## src/rtl/mvb_discard_stats.sv

```systemverilog
// mvb_discard_stats
// -----------------------------------------------------------------------------
// Per-channel frame statistics placed directly after the RX MAC Lite discard
// MVB stream. Each MVB item carries one discard flag. The block counts valid
// items (frames seen) and items with the flag set (frames discarded). It also
// provides an atomic snapshot and an atomic clear for MI-facing status regs.
//
// Pipeline:
//   stage 1 : per-word popcounts of VLD and VLD&DATA are registered
//   stage 2 : counters accumulate the registered increments
//   A word accepted in cycle n is visible on CNT_* from cycle n+2.
//
// Optional feature (compile-time macro MVB_DISCARD_STATS_SAT_EN):
//   defined   : counters saturate at all-ones and hold until CNT_CLR
//   undefined : counters wrap modulo 2^CNT_WIDTH
//   In both builds OVERFLOW is a sticky flag, cleared by CNT_CLR or RESET.
//
// Parameters:
//   REGIONS   - MVB items per word (matches RX MAC Lite regions)
//   CNT_WIDTH - width of every counter and snapshot (minimum 8)
//
// Ports:
//   CLK            in   clock
//   RESET          in   asynchronous active-high reset
//   RX_MVB_DATA    in   per-item discard flag (1 = frame discarded)
//   RX_MVB_VLD     in   per-item valid
//   RX_MVB_SRC_RDY in   word valid
//   RX_MVB_DST_RDY out  constant 1, the block never stalls
//   CNT_CLR        in   single-cycle clear request
//   SNAP_REQ       in   single-cycle snapshot request
//   CNT_TOTAL      out  live count of valid items
//   CNT_DISC       out  live count of discarded items
//   SNAP_TOTAL     out  snapshot of CNT_TOTAL
//   SNAP_DISC      out  snapshot of CNT_DISC
//   SNAP_VLD       out  one-cycle pulse, snapshot registers were updated
//   OVERFLOW       out  sticky, a counter wrapped or saturated
// -----------------------------------------------------------------------------
module mvb_discard_stats #(
    parameter int unsigned REGIONS   = 4,
    parameter int unsigned CNT_WIDTH = 64
) (
    input  logic                 CLK,
    input  logic                 RESET,
    input  logic [REGIONS-1:0]   RX_MVB_DATA,
    input  logic [REGIONS-1:0]   RX_MVB_VLD,
    input  logic                 RX_MVB_SRC_RDY,
    output logic                 RX_MVB_DST_RDY,
    input  logic                 CNT_CLR,
    input  logic                 SNAP_REQ,
    output logic [CNT_WIDTH-1:0] CNT_TOTAL,
    output logic [CNT_WIDTH-1:0] CNT_DISC,
    output logic [CNT_WIDTH-1:0] SNAP_TOTAL,
    output logic [CNT_WIDTH-1:0] SNAP_DISC,
    output logic                 SNAP_VLD,
    output logic                 OVERFLOW
);

    // Wide enough to hold REGIONS itself (all items valid).
    localparam int unsigned INC_W = $clog2(REGIONS + 1);

    // -------------------------------------------------------------------------
    // Stage 1: per-word increments
    // -------------------------------------------------------------------------
    logic [INC_W-1:0] inc_tot_d, inc_tot_q;
    logic [INC_W-1:0] inc_dis_d, inc_dis_q;

    // VLD is qualified by SRC_RDY here, so an idle word feeds a zero increment.
    always_comb begin
        inc_tot_d = '0;
        inc_dis_d = '0;
        for (int i = 0; i < REGIONS; i++) begin
            if (RX_MVB_SRC_RDY && RX_MVB_VLD[i]) begin
                inc_tot_d = inc_tot_d + INC_W'(1);
                if (RX_MVB_DATA[i]) begin
                    inc_dis_d = inc_dis_d + INC_W'(1);
                end
            end
        end
    end

    always_ff @(posedge CLK or posedge RESET) begin
        if (RESET) begin
            inc_tot_q <= '0;
            inc_dis_q <= '0;
        end else begin
            inc_tot_q <= inc_tot_d;
            inc_dis_q <= inc_dis_d;
        end
    end

    // -------------------------------------------------------------------------
    // Stage 2: accumulation
    // -------------------------------------------------------------------------
    logic [CNT_WIDTH-1:0] cnt_tot_d, cnt_tot_q;
    logic [CNT_WIDTH-1:0] cnt_dis_d, cnt_dis_q;
    logic [CNT_WIDTH-1:0] base_tot, base_dis;
    logic [CNT_WIDTH-1:0] sum_tot, sum_dis;
    logic                 carry_tot, carry_dis;
    logic                 ovf_d, ovf_q;

    // A clear zeroes the base but still adds the pending stage-1 increment,
    // so a word that is in flight during the clear is not lost.
    always_comb begin
        base_tot = CNT_CLR ? '0 : cnt_tot_q;
        base_dis = CNT_CLR ? '0 : cnt_dis_q;

        // One extra bit on the adder exposes the carry-out.
        {carry_tot, sum_tot} = {1'b0, base_tot} + (CNT_WIDTH + 1)'(inc_tot_q);
        {carry_dis, sum_dis} = {1'b0, base_dis} + (CNT_WIDTH + 1)'(inc_dis_q);

`ifdef MVB_DISCARD_STATS_SAT_EN
        // Clamp to all-ones. Once saturated, every non-zero increment carries
        // again, so the counter holds until the next clear.
        cnt_tot_d = carry_tot ? '1 : sum_tot;
        cnt_dis_d = carry_dis ? '1 : sum_dis;
`else
        cnt_tot_d = sum_tot;
        cnt_dis_d = sum_dis;
`endif

        // Clear has priority over a coinciding carry-out. With a zero base,
        // a carry cannot happen in that cycle anyway.
        if (CNT_CLR) begin
            ovf_d = 1'b0;
        end else begin
            ovf_d = ovf_q | carry_tot | carry_dis;
        end
    end

    always_ff @(posedge CLK or posedge RESET) begin
        if (RESET) begin
            cnt_tot_q <= '0;
            cnt_dis_q <= '0;
            ovf_q     <= 1'b0;
        end else begin
            cnt_tot_q <= cnt_tot_d;
            cnt_dis_q <= cnt_dis_d;
            ovf_q     <= ovf_d;
        end
    end

    // -------------------------------------------------------------------------
    // Snapshot
    // -------------------------------------------------------------------------
    logic [CNT_WIDTH-1:0] snap_tot_q, snap_dis_q;
    logic                 snap_vld_q;

    // The snapshot samples the counter registers as they are in the request
    // cycle: before the pending increment and before a coinciding clear.
    // Together with the clear path, snapshot + restarted count is exact.
    always_ff @(posedge CLK or posedge RESET) begin
        if (RESET) begin
            snap_tot_q <= '0;
            snap_dis_q <= '0;
            snap_vld_q <= 1'b0;
        end else begin
            snap_vld_q <= SNAP_REQ;
            if (SNAP_REQ) begin
                snap_tot_q <= cnt_tot_q;
                snap_dis_q <= cnt_dis_q;
            end
        end
    end

    // -------------------------------------------------------------------------
    // Outputs
    // -------------------------------------------------------------------------
    assign RX_MVB_DST_RDY = 1'b1;
    assign CNT_TOTAL      = cnt_tot_q;
    assign CNT_DISC       = cnt_dis_q;
    assign SNAP_TOTAL     = snap_tot_q;
    assign SNAP_DISC      = snap_dis_q;
    assign SNAP_VLD       = snap_vld_q;
    assign OVERFLOW       = ovf_q;

endmodule

```

## config.mk

```make
export PLATFORM = sky130hd
export DESIGN_NAME = mvb_discard_stats
export DESIGN_NICKNAME = d
export VERILOG_FILES = /design/src/rtl/mvb_discard_stats.sv
export SDC_FILE = /design/constraint.sdc
export NUM_CORES = 1
export LEC_CHECK = 0
export ABC_AREA = 1
export ABC_CLOCK_PERIOD_IN_PS = 23400
export BUFFER_PORTS_ARGS = -buffer_cell sky130_fd_sc_hd__buf_2
export CORE_ASPECT_RATIO = 1.4
export CORE_MARGIN = 1.5
export CORE_UTILIZATION = 35
export CTS_BUF_LIST = sky130_fd_sc_hd__clkbuf_16
export DETAILED_ROUTE_END_ITERATION = 8
export GPL_ROUTABILITY_DRIVEN = 0
export SKIP_LAST_GASP = 1
export SYNTH_ARGS = -nofsm -noshare
export SYNTH_HDL_FRONTEND = slang
export SYNTH_SLANG_ARGS = --single-unit
```

## constraint.sdc

```tcl
create_clock -name CLK -period 23.4 [get_ports CLK]
set_input_delay 3.51 -clock CLK [delete_from_list [all_inputs] [get_ports CLK]]
set_output_delay 3.51 -clock CLK [all_outputs]
set_load 0.01 [all_outputs]
```

Word-level counts from Yosys, hierarchy flattened
Index checks and enable logic that the tools add are counted.
Storage, ports and cells
  register bits: 264
  input port bits: 13
Operators by class
  $add $sub $neg: 8
  mux-type cells: 15
  bitwise gates (word level): 2
  reduce and logical (&&, ||, !) cells: 4
Operators with widths (number)
  $add 64x3->65: 2
  $mux 64: 2
  $mux 3: 9
  $add 3x1->3 const B: 6
  $logic_and 1x1->1: 4
  $mux 1: 4
  $or 1x1->1: 2

Longest topological paths before layout
Gate-level depths: netlist of run 1.
  depth after elaboration: 11
  gate-level depth with buffers: 19
  mapped depth without buffers: 16

Least setup slack after synthesis of run 1
OpenSTA, ideal clock, no wires.
  path kind: input -> register
  start: input CNT_CLR
  end: register cnt_dis_q[30] (netlist: CNT_DISC[30])
  arrival time: 5905 ps
  setup slack: 17370 ps
  cell stages on the path: 15
  path buffers: 4
  cell sequence: buf_6 buf_2 buf_1 clkbuf_1 nor2_1 ha_1 fa_1 nand2_1 nand2_1 nand2_1 nor2_1 inv_1 nor2_1 and2_1 xor2_1
On the way
  longest elaborated chain between the ends: 2
Ends and longest elaborated chain
  from (decl): RTL line 48  | input logic CNT_CLR,
  $mux 64: RTL line 105  | base_dis = CNT_CLR ? '0 : cnt_dis_q;
  $add 64x3->65: RTL line 109  | {carry_dis, sum_dis} = {1'b0, base_dis} + (CNT_WIDTH + 1)'(inc_dis_q);
  net cnt_dis_d[30]: RTL line 95  | logic [CNT_WIDTH-1:0] cnt_dis_d, cnt_dis_q;
  to (signal assigned): RTL line 137  | cnt_dis_q <= cnt_dis_d;
  to (decl): RTL line 95
The timed path passes the listed nets, and every way through them passes these cells.
A chain may end at the register's enable or synchronous reset.

Worst setup path in the final report of run 1
  start: input CNT_CLR
  end: register cnt_dis_q[62] (netlist: CNT_DISC[62])
Same word-level chain as after synthesis.

==> summary.txt, run 1 <==
Run status
  – Run status: finished, final reports clean

Floorplan
  – Die ar.: 0.0407 mm²
  – Die W: 171 µm
  – IO Pins: 272
  – Starting Density: 35.7%
  – Core region area: 0.0387 mm²
  – Row count: 85
  – Die Y: 238 µm

Routing
  – Wirelength, routed: 46700 µm
  – Drt wl/cell: 18.2 µm
  – Antenna-violating nets left: 0
  – DRT iter0 DRCs: 831
  – Remaining DRCs: 0
  – Vias: 12500
  – Initial DRT Pass Iterations: 5
  – Vias per inst: 4.85

Critical path
  – Crit. End Element: flop
  – Worst flop-to-flop path endpoint: CNT_DISC[62]
  – Setup CP Type: in -> reg
  – R2R setup slack: 20.30 ns
  – Worst Reg2Reg Path Length in Cells: 14
  – Startpoint types: primary input
  – Worst EP required: 23.84 ns
  – Worst EP arrival: 7.04 ns
  – RR Startpoint: CNT_DISC[0]
  – CP max FO: 63

Yosys
  – Asr flop ratio synth: 100%
  – Syn Area/Cell: 7.83 µm²
  – Syn nets: 1793
  – Post-synthesis sequential area ratio: 47.8%
  – EDFF count, synth: 0
  – #FFs+latches synth: 264
  – Ys Warns: 0
  – Post-Syn Area: 0.0138 mm²
  – Share of the synthesized area in the top cell type: 47.8%
  – Ranking of synthesized cells by area: dfrtp_1, nand2_1, nor2_1
  – Gate Count Post-Synth: 1766
  – Synth Flop Type: dfrtp_1
  – Cell taking the most area after synthesis: dfrtp_1
  – Netlist cell types: 38

Timing
  – RSZ-0062 raised after global routing: no
  – Fin crit share: 28.2%
  – Slew @ Worst Pin: 1.02 ns
  – Clk_skew: 0.0181 ns
  – Final setup TNS: 0 ns
  – Slew headroom: 31.9%
  – Final hold viol count: 0
  – Final min period: 6.61 ns
  – Final setup viols: 0
  – Worst hold slack: 0.479 ns
  – Slew Viols, Final: 0
  – Fmax: 151 MHz

Flow run
  – Max Cap Viol: 0

Pwr
  – Lkg Pwr: 0.00818 µW
  – Tot Pwr: 985 µW
  – Pwr dens: 59.8 mW/mm²
  – Peak VDD IR: 0.0396 mV

GRT
  – Global Route Usage Sum: 22.9%
  – Global-route wire length before repair: 70500 µm
  – Vias in the first global route: 12400
  – GRT overflow: 0
  – Initial antenna violation count: 0
  – Largest net degree at the start of global routing: 132

Hold path
  – Worst hold endpoint: CNT_DISC[0]
  – Worst min path class: reg -> reg
  – Hold path startpoint: inc_dis_q[0]
  – Min-Delay Path Depth: 1

Clocking
  – CTS Buf Count: 28
  – Total clock sinks: 264
  – Cts repair resizes: 0
  – CTS tree: done
  – Clock Latency Late Sink: 0.56 ns
  – # hold bufs at CTS: 0
  – Root Driver: clkbuf_16
  – CTS clock-pin slew for the worst setup and hold paths: 0.06 ns
  – CTS Buffer Depth: 3
  – Post-CTS Setup Bufs: 0
  – # H-tree levels: 1

Cells and area
  – Share of cells above drive strength 1: 19.7%
  – Fillers: 4029
  – Leading cell type in the layout, fill and taps excluded: nand2_1
  – Nets@finish: 2054
  – Area of the multi-input gates: 0.00608 mm²
  – Diodes inserted: 0
  – Most frequent cells in the layout: nand2_1, nor2_1, buf_2, dfrtp_1, inv_1
  – Register area: 0.00661 mm²
  – Area Growth Syn to Fin: 19.1%

Placed design
  – DPL Wire Length: 36100 µm
  – PortBufs: 270
## where the power goes
group / leakage (µW) / switching, µW / internal (µW)
Combinational: 0.00422 / 51.8 / 26.3
Sequential: 0.00353 / 10.9 / 475
Clock: 0.000426 / 188 / 233
Total: 0.00818 / 251 / 734
## flip-flops by register name (all words and copies together) (netlist names)
signal and cells:
OVERFLOW 1, CNT_TOTAL 64, SNAP_TOTAL 64, inc_tot_q 3, SNAP_VLD 1, SNAP_DISC 64
inc_dis_q 3, CNT_DISC 64
## worst max-delay path, stage by stage
cell     delay (ns)
buf_2          0.09
buf_4          0.32
inv_4          0.60
buf_4          0.66
nand3_1        0.23
nor2_1         0.53
inv_1          0.15
nor2_1         0.37
and2_1         0.27
nand2_1        0.07
nand2_1        0.06
nand2_1        0.07
## cell usage after synthesis, types with 9 or more instances
cell type  count
a21oi_1       96
xnor2_1       24
nand4_1       22
nor3_1        24
ha_1          12
dfrtp_1      264
nand3_1      125
mux2_2        36
nor2_1       365
clkbuf_1      25
o21ai_0        9
nand2_1      375
nor2_2        21
and2_1        11
xor2_1        70
inv_1        223
## worst max path at each step
stage | startpoint | end | slack, ns | cells past startpoint
final | CNT_CLR | CNT_DISC[62] | 16.79 | 12
after CTS | CNT_CLR | CNT_DISC[62] | 16.93 | 12
after global placement | CNT_CLR | CNT_DISC[62] | 16.36 | 12
after floorplan | RESET | CNT_DISC[0] | 12.62 | 1
after global routing | CNT_CLR | CNT_DISC[62] | 16.73 | 12
after detailed placement | CNT_CLR | CNT_DISC[62] | 16.34 | 12
## cells by family after synthesis
family / after synthesis / share of synthesized area (%)
multiplexers: 36 / 2.93
flip-flops: 264 / 47.8
AND/OR/NAND/NOR: 970 / 29.6
XOR/XNOR: 94 / 5.96
AO/OA/AOI/OAI: 110 / 4.08
other: 1 / 0.0271
adder cells (fa/ha/maj): 14 / 1.38
buffers and inverters: 277 / 8.20
## stage by stage
| stage | instances | setup slack (ns) | utilization, % | area (µm²) |
|---|---|---|---|---|
| final | 2567 | 16.79 | 42.5 | 16500 |
| after global routing | 2567 | 16.73 | 42.5 | 16500 |
| after CTS | 2567 | 16.93 | 42.5 | 16500 |
| after detailed placement | 2519 | 16.34 | 40.4 | 15600 |
| after global placement | 2519 | 16.36 | 40.4 | 15600 |
| after floorplan | 1766 | 12.62 | - | 13800 |
## final cells by class
cell class                 count  share of cell area, %
tap                          522                   3.97
clock buffer                  29                   4.41
sequential                   264                   40.1
timing repair buffer         276                   8.52
multi-input combinational   1225                   36.9
clock inverter                19                  0.699
inverter                     232                   5.35
## metal layers
metal  track usage (%)  wire, µm  vias to the layer above
met5                 0         0                        -
met2              41.7     24000                      502
met1              24.6     16700                     5780
met3              2.90      2540                      159
met4              15.6      3480                        0
li1                  -         -                     6013
(Power assumes the default switching activity.)
==> inputs of run 2 (changes only) <==
Settings changed: ABC_CLOCK_PERIOD_IN_PS 23400 to 6800.
Clock period 23.4 ns to 6.8 ns, I/O delays scaled along.
==> run 2 against run 1 <==
Critical path depth is 3 higher. Non-clock buffer count is 2 higher. Register-to-register slack lost 16 ns. Clock skew rose by 0.0018 ns. Design area is 0.37% higher. Global-route usage hardly changed. Sequential cell count unchanged. Cell count is essentially flat.
==> summary.txt, run 2 (same netlist as run 1, synthesis figures left out) <==
Timing
  – RSZ-0062 raised after global routing: no
  – Fin crit share: 55.4%
  – Slew @ Worst Pin: 0.933 ns (-0.0882 ns)
  – Worst hold slack: 0.478 ns (-0.000495 ns)
  – Final setup viols: 0 (unchanged)
  – Final hold viol count: 0 (unchanged)
  – Slew headroom: 37.8% (+5.9 points)
  – Final setup TNS: 0 ns (unchanged)
  – Clk_skew: 0.0198 ns (+0.00176 ns)
  – Final min period: 3.76 ns
  – Fmax: 266 MHz
  – Slew Viols, Final: 0 (unchanged)

Clocking
  – CTS clock-pin slew for the worst setup and hold paths: 0.06 ns (about the same)
  – CTS Buf Count: 27 (-3.6%)
  – Total clock sinks: 264 (unchanged)
  – Cts repair resizes: 0 (unchanged)
  – # hold bufs at CTS: 0 (unchanged)
  – Clock Latency Late Sink: 0.56 ns (about the same)
  – CTS Buffer Depth: 3 (unchanged)
  – # H-tree levels: 1 (unchanged)
  – CTS tree: done
  – Root Driver: clkbuf_16
  – Post-CTS Setup Bufs: 0 (unchanged)

Pwr
  – Peak VDD IR: 0.133 mV (+230%)
  – Pwr dens: 209 mW/mm² (+250%)
  – Tot Pwr: 3460 µW (+250%)
  – Lkg Pwr: 0.00821 µW (+0.35%)

Routing
  – Initial DRT Pass Iterations: 5 (unchanged)
  – Antenna-violating nets left: 0 (unchanged)
  – Drt wl/cell: 18.2 µm (about the same)
  – Remaining DRCs: 0 (unchanged)
  – Vias: 12700 (+1.6%)
  – Wirelength, routed: 46800 µm (+0.12%)
  – DRT iter0 DRCs: 817 (-1.7%)
  – Vias per inst: 4.92 (+1.5%)

GRT
  – Global-route wire length before repair: 70700 µm (+0.32%)
  – Largest net degree at the start of global routing: 113 (-14%)
  – Global Route Usage Sum: 22.9% (-0.024 points)
  – Vias in the first global route: 12800 (+2.6%)
  – Initial antenna violation count: 0 (unchanged)
  – GRT overflow: 0 (unchanged)

Cells and area
  – Nets@finish: 2055 (+0.049%)
  – Register area: 0.00661 mm² (unchanged)
  – Share of cells above drive strength 1: 19.8% (+0.13 points)
  – Area Growth Syn to Fin: 19.6%
  – Most frequent cells in the layout: nand2_1, nor2_1, buf_2, dfrtp_1, inv_1
  – Diodes inserted: 0 (unchanged)
  – Design area: 0.0165 mm² (+0.37%)
  – Area of the multi-input gates: 0.00608 mm² (unchanged)
  – Non-Filler Instances: 2569 (+0.078%)
  – Fillers: 4056 (+0.67%)
  – Leading cell type in the layout, fill and taps excluded: nand2_1

Hold path
  – Worst min path class: reg -> reg

Floorplan
  – Row count: 85 (unchanged)
  – IO Pins: 272 (unchanged)
  – Die W: 171 µm (unchanged)
  – Core region area: 0.0387 mm² (unchanged)
  – Die ar.: 0.0407 mm² (unchanged)
  – Starting Density: 35.7% (unchanged)
  – Die Y: 238 µm (unchanged)

Critical path
  – Setup CP Type: in -> reg
  – Worst EP required: 7.25 ns (-16.59 ns)
  – Crit. End Element: flop
  – CP max FO: 83 (+32%)
  – Worst EP arrival: 4.22 ns (-2.82 ns)
  – Startpoint types: primary input

Placed design
  – Placement-stage cell area: 0.0156 mm² (+0.15%)
  – Cell total after placement: 2521 (+0.079%)
  – DPL Wire Length: 36500 µm (+1.1%)
  – PortBufs: 270 (unchanged)

Flow run
  – Max Cap Viol: 0 (unchanged)

Run status
  – Run status: finished, final reports clean
[run 2: metal layers]
layer | up-vias | share of wire (%) | global-route usage [%]
met1 | 5965 | 36 | 24.1
li1 | 6020 | - | -
met4 | 0 | 8.8 | 18.5
met3 | 187 | 5.2 | 3.18
met2 | 480 | 50 | 40.5
met5 | - | 0 | 0
[run 2: power by group]
part | switching, µW | leakage [µW] | internal, µW
clock network | 651 | 0.000446 | 870
registers | 36.9 | 0.00353 | 1630
logic | 178 | 0.00423 | 91.1
total | 866 | 0.00821 | 2590
[run 2: worst max-delay path, stage by stage]
cell	delay, ns
buf_2	0.10
buf_4	0.23
inv_4	0.70
nand2_1	0.22
inv_1	0.12
ha_1	0.15
nand3_1	0.07
nand3_1	0.23
nand2_1	0.21
nor2_2	0.43
nand2_1	0.20
nor2_2	0.24
nand4_1	0.11
nand2_1	0.08
inv_1	0.03
[run 2: worst paths after layout]
kind	start	end	slack, ns	cells after the start
max	CNT_CLR	CNT_TOTAL[33]	3.04	15
min	inc_dis_q[0]	CNT_DISC[0]	0.48	1
max reg2reg	CNT_DISC[0]	CNT_DISC[62]	3.92	14
min reg2reg	inc_dis_q[0]	CNT_DISC[0]	0.48	1
max in group asynchronous	RESET	CNT_DISC[28]	4.97	3
min in group asynchronous	RESET	SNAP_TOTAL[47]	0.50	2
[run 2: layout make-up]
type / instances / share of cell area [%]
Sequential cell: 264 / 40.0
Multi-Input combinational cell: 1225 / 36.8
Timing Repair Buffer: 278 / 8.65
Inverter: 232 / 5.31
Clock buffer: 27 / 4.09
Tap cell: 522 / 3.95
Clock inverter: 21 / 1.23
[run 2: per-stage QoR]
step / util, % / worst slack, ns
floorplan: - / 2.30
global placement: 40.4 / 2.52
detailed placement: 40.4 / 2.49
CTS: 42.7 / 3.09
global route: 42.7 / 2.76
finish: 42.7 / 3.04
==> inputs of run 3 (changes only) <==
Settings changed: ABC_CLOCK_PERIOD_IN_PS 6800 to 3800.
Clock period 6.8 ns to 3.8 ns, I/O delays scaled along.
==> run 3 against run 2 <==
Design area up 1.6%. Critical path type is now reg -> reg. Die area is the same. Clock skew fell by 0.0020 ns. Critical path depth decreased by 1.
==> summary.txt, run 3 (same netlist as run 1, synthesis figures left out) <==
GRT
  – Global Route Usage Sum: 23.9% (+0.97 points)
  – Global-route wire length before repair: 73400 µm (+3.8%)
  – Initial antenna violation count: 1 (+1)
  – Largest net degree at the start of global routing: 86 (-24%)
  – GRT overflow: 0 (unchanged)
  – Vias in the first global route: 13000 (+2.2%)

Placed design
  – Cell total after placement: 2530 (+0.36%)
  – DPL Wire Length: 37700 µm (+3.3%)
  – PortBufs: 270 (unchanged)
  – Pre-CTS WS: 0.594 ns (-1.90 ns)
  – Placement-stage cell area: 0.0158 mm² (+0.91%)

Clocking
  – CTS tree: done
  – # hold bufs at CTS: 0 (unchanged)
  – CTS Buf Count: 28 (+3.7%)
  – Total clock sinks: 264 (unchanged)
  – Clock Latency Late Sink: 0.56 ns (about the same)
  – Post-CTS Setup Bufs: 0 (unchanged)
  – CTS Buffer Depth: 3 (unchanged)
  – CTS clock-pin slew for the worst setup and hold paths: 0.07 ns (about the same)
  – Cts repair resizes: 0 (unchanged)
  – # H-tree levels: 1 (unchanged)
  – Root Driver: clkbuf_16

Critical path
  – Crit. End Element: flop
  – R2R setup slack: 1.02 ns (-2.90 ns)
  – Worst EP required: 4.25 ns (-3.00 ns)
  – Crit-path slowest cell: nor2_1
  – CP cell instances: inv_1 > nor2_1 > ha_1 > fa_1 > nand2_1 > nand2_1 > nand2_1 > nor2_1 > inv_1 > nor2_1 > and2_1 > nand2_1 > nand2_1 > nand2_1
  – WP buf/inv: 2 (-3)
  – CP peak stage delay: 0.37 ns (-0.33 ns)
  – Startpoint types: flop
  – Crit path top cell by count: nand2_1
  – Worst Reg2Reg Path Length in Cells: 14 (unchanged)
  – Worst EP arrival: 3.23 ns (-0.99 ns)
  – WP depth: 14 (-1)
  – CP top delay family: simple AND/OR/NAND/NOR gates
  – CP max FO: 6 (-93%)
  – Setup CP Type: reg -> reg

Flow run
  – Max Cap Viol: 0 (unchanged)

Routing
  – Met1 Wirelength: 17500 µm (+2.7%)
  – Vias: 12700 (+0.54%)
  – Vias per inst: 4.93 (about the same)
  – Antenna-violating nets left: 0 (unchanged)
  – WL met2: 24600 µm (+5.8%)
  – Highest metal used: met4
  – DRT iter0 DRCs: 735 (-10%)
  – Initial DRT Pass Iterations: 5 (unchanged)
  – WL met3: 2450 µm (+1.6%)
  – Remaining DRCs: 0 (unchanged)
  – Wirelength, routed: 48300 µm (+3.3%)
  – Drt wl/cell: 18.7 µm (+2.8%)

Timing
  – Final min period: 2.78 ns
  – Final setup viols: 0 (unchanged)
  – Final setup TNS: 0 ns (unchanged)
  – Final hold viol count: 0 (unchanged)
  – Setup ws final: 1.02 ns (-2.02 ns)
  – Slew headroom: 41.1% (+3.3 points)
  – Slew Viols, Final: 0 (unchanged)
  – Fmax: 359 MHz
  – RSZ-0062 raised after global routing: no
  – Fin crit share: 73.3%
  – Clk_skew: 0.0179 ns (-0.00198 ns)
  – Slew @ Worst Pin: 0.882 ns (-0.0514 ns)

Cells and area
  – Design area: 0.0168 mm² (+1.6%)
  – Non-Filler Instances: 2582 (+0.51%)
  – Most frequent cells in the layout: nand2_1, nor2_1, buf_2, dfrtp_1, inv_1
  – Diodes inserted: 0 (unchanged)
  – Util after Layout: 43.3% (+0.66 points)
  – Share of cells above drive strength 1: 20.3% (+0.51 points)
  – Nets@finish: 2065 (+0.49%)
  – Area Growth Syn to Fin: 21.4%
  – Leading cell type in the layout, fill and taps excluded: nand2_1

Floorplan
  – Row count: 85 (unchanged)
  – Core region area: 0.0387 mm² (unchanged)
  – Die W: 171 µm (unchanged)
  – IO Pins: 272 (unchanged)
  – Die ar.: 0.0407 mm² (unchanged)
  – Starting Density: 35.7% (unchanged)
  – Die Y: 238 µm (unchanged)

Pwr
  – Peak VDD IR: 0.280 mV (+110%)
  – Net switching power: 1600 µW (+85%)
  – Pint: 4890 µW (+88%)
  – Seq pwr share: 46.1% (-2.2 points)
  – Part of the power in combinational logic: 7.7% (about the same)
  – Lkg Pwr: 0.00833 µW (+1.5%)
  – Pwr dens: 386 mW/mm² (+85%)
  – Switching part of the total: 24.6% (-0.38 points)
  – Clock network power share: 46.2% (+2.2 points)

Run status
  – Run status: finished, final reports clean

Hold path
  – Worst min path class: in -> async
==> run 3: metrics by stage <==
| stage | total power [µW] | hold slack (ns) |
|---|---|---|
| 6_report | 6490 | 0.196 |
| 5_1_grt | 6730 | 0.247 |
| 4_1_cts | 6570 | 0.196 |
| 3_5_place_dp | 3550 | 0.477 |
| 3_3_place_gp | 3540 | 0.467 |
| 2_1_floorplan | 3340 | 0.456 |
==> run 3: power by group through the flow <==
stage / Sequential, µW / Combinational, µW / Clock, µW
after floorplan: 3080 / 252 / 0
after global placement: 3040 / 502 / 0
after detailed placement: 3040 / 511 / 0
after CTS: 2990 / 513 / 3070
after global routing: 3000 / 563 / 3170
final: 2990 / 501 / 2990
==> run 3: layout make-up <==
| type | instances | area (µm²) |
|---|---|---|
| clock buffer | 29 | 726 |
| clock inverter | 23 | 267 |
| fill | 4039 | 21900 |
| inverter | 232 | 877 |
| multi-input combinational | 1225 | 6080 |
| sequential | 264 | 6610 |
| tap | 522 | 653 |
| timing repair buffer | 287 | 1570 |
==> run 3: path summary, 6_finish.rpt <==
check | start | endpoint
min in group CLK | RX_MVB_VLD[3] | inc_tot_q[1]
max in group asynchronous | RESET | CNT_DISC[0]
worst max register to register | CNT_DISC[0] | CNT_DISC[62]
worst min-delay path | RESET | SNAP_TOTAL[47]
worst max-delay path | CNT_DISC[0] | CNT_DISC[62]
worst min register to register | inc_dis_q[0] | CNT_DISC[0]
==> run 3: routing by layer <==
layer | track usage (%) | up-vias
li1 | - | 6049
met3 | 3.12 | 179
met2 | 43.3 | 479
met4 | 16.9 | 0
met5 | 0 | -
met1 | 25.3 | 6013
==> run 3: worst reg2reg max path: stages, from the launching register on <==
cell and delay [ns]:
dfrtp_1 0.35, inv_1 0.06, nor2_1 0.08, ha_1 0.23, fa_1 0.30, nand2_1 0.07, nand2_1 0.06, nand2_1 0.20
nor2_1 0.37, inv_1 0.12, nor2_1 0.35, and2_1 0.31, nand2_1 0.08, nand2_1 0.06, nand2_1 0.04
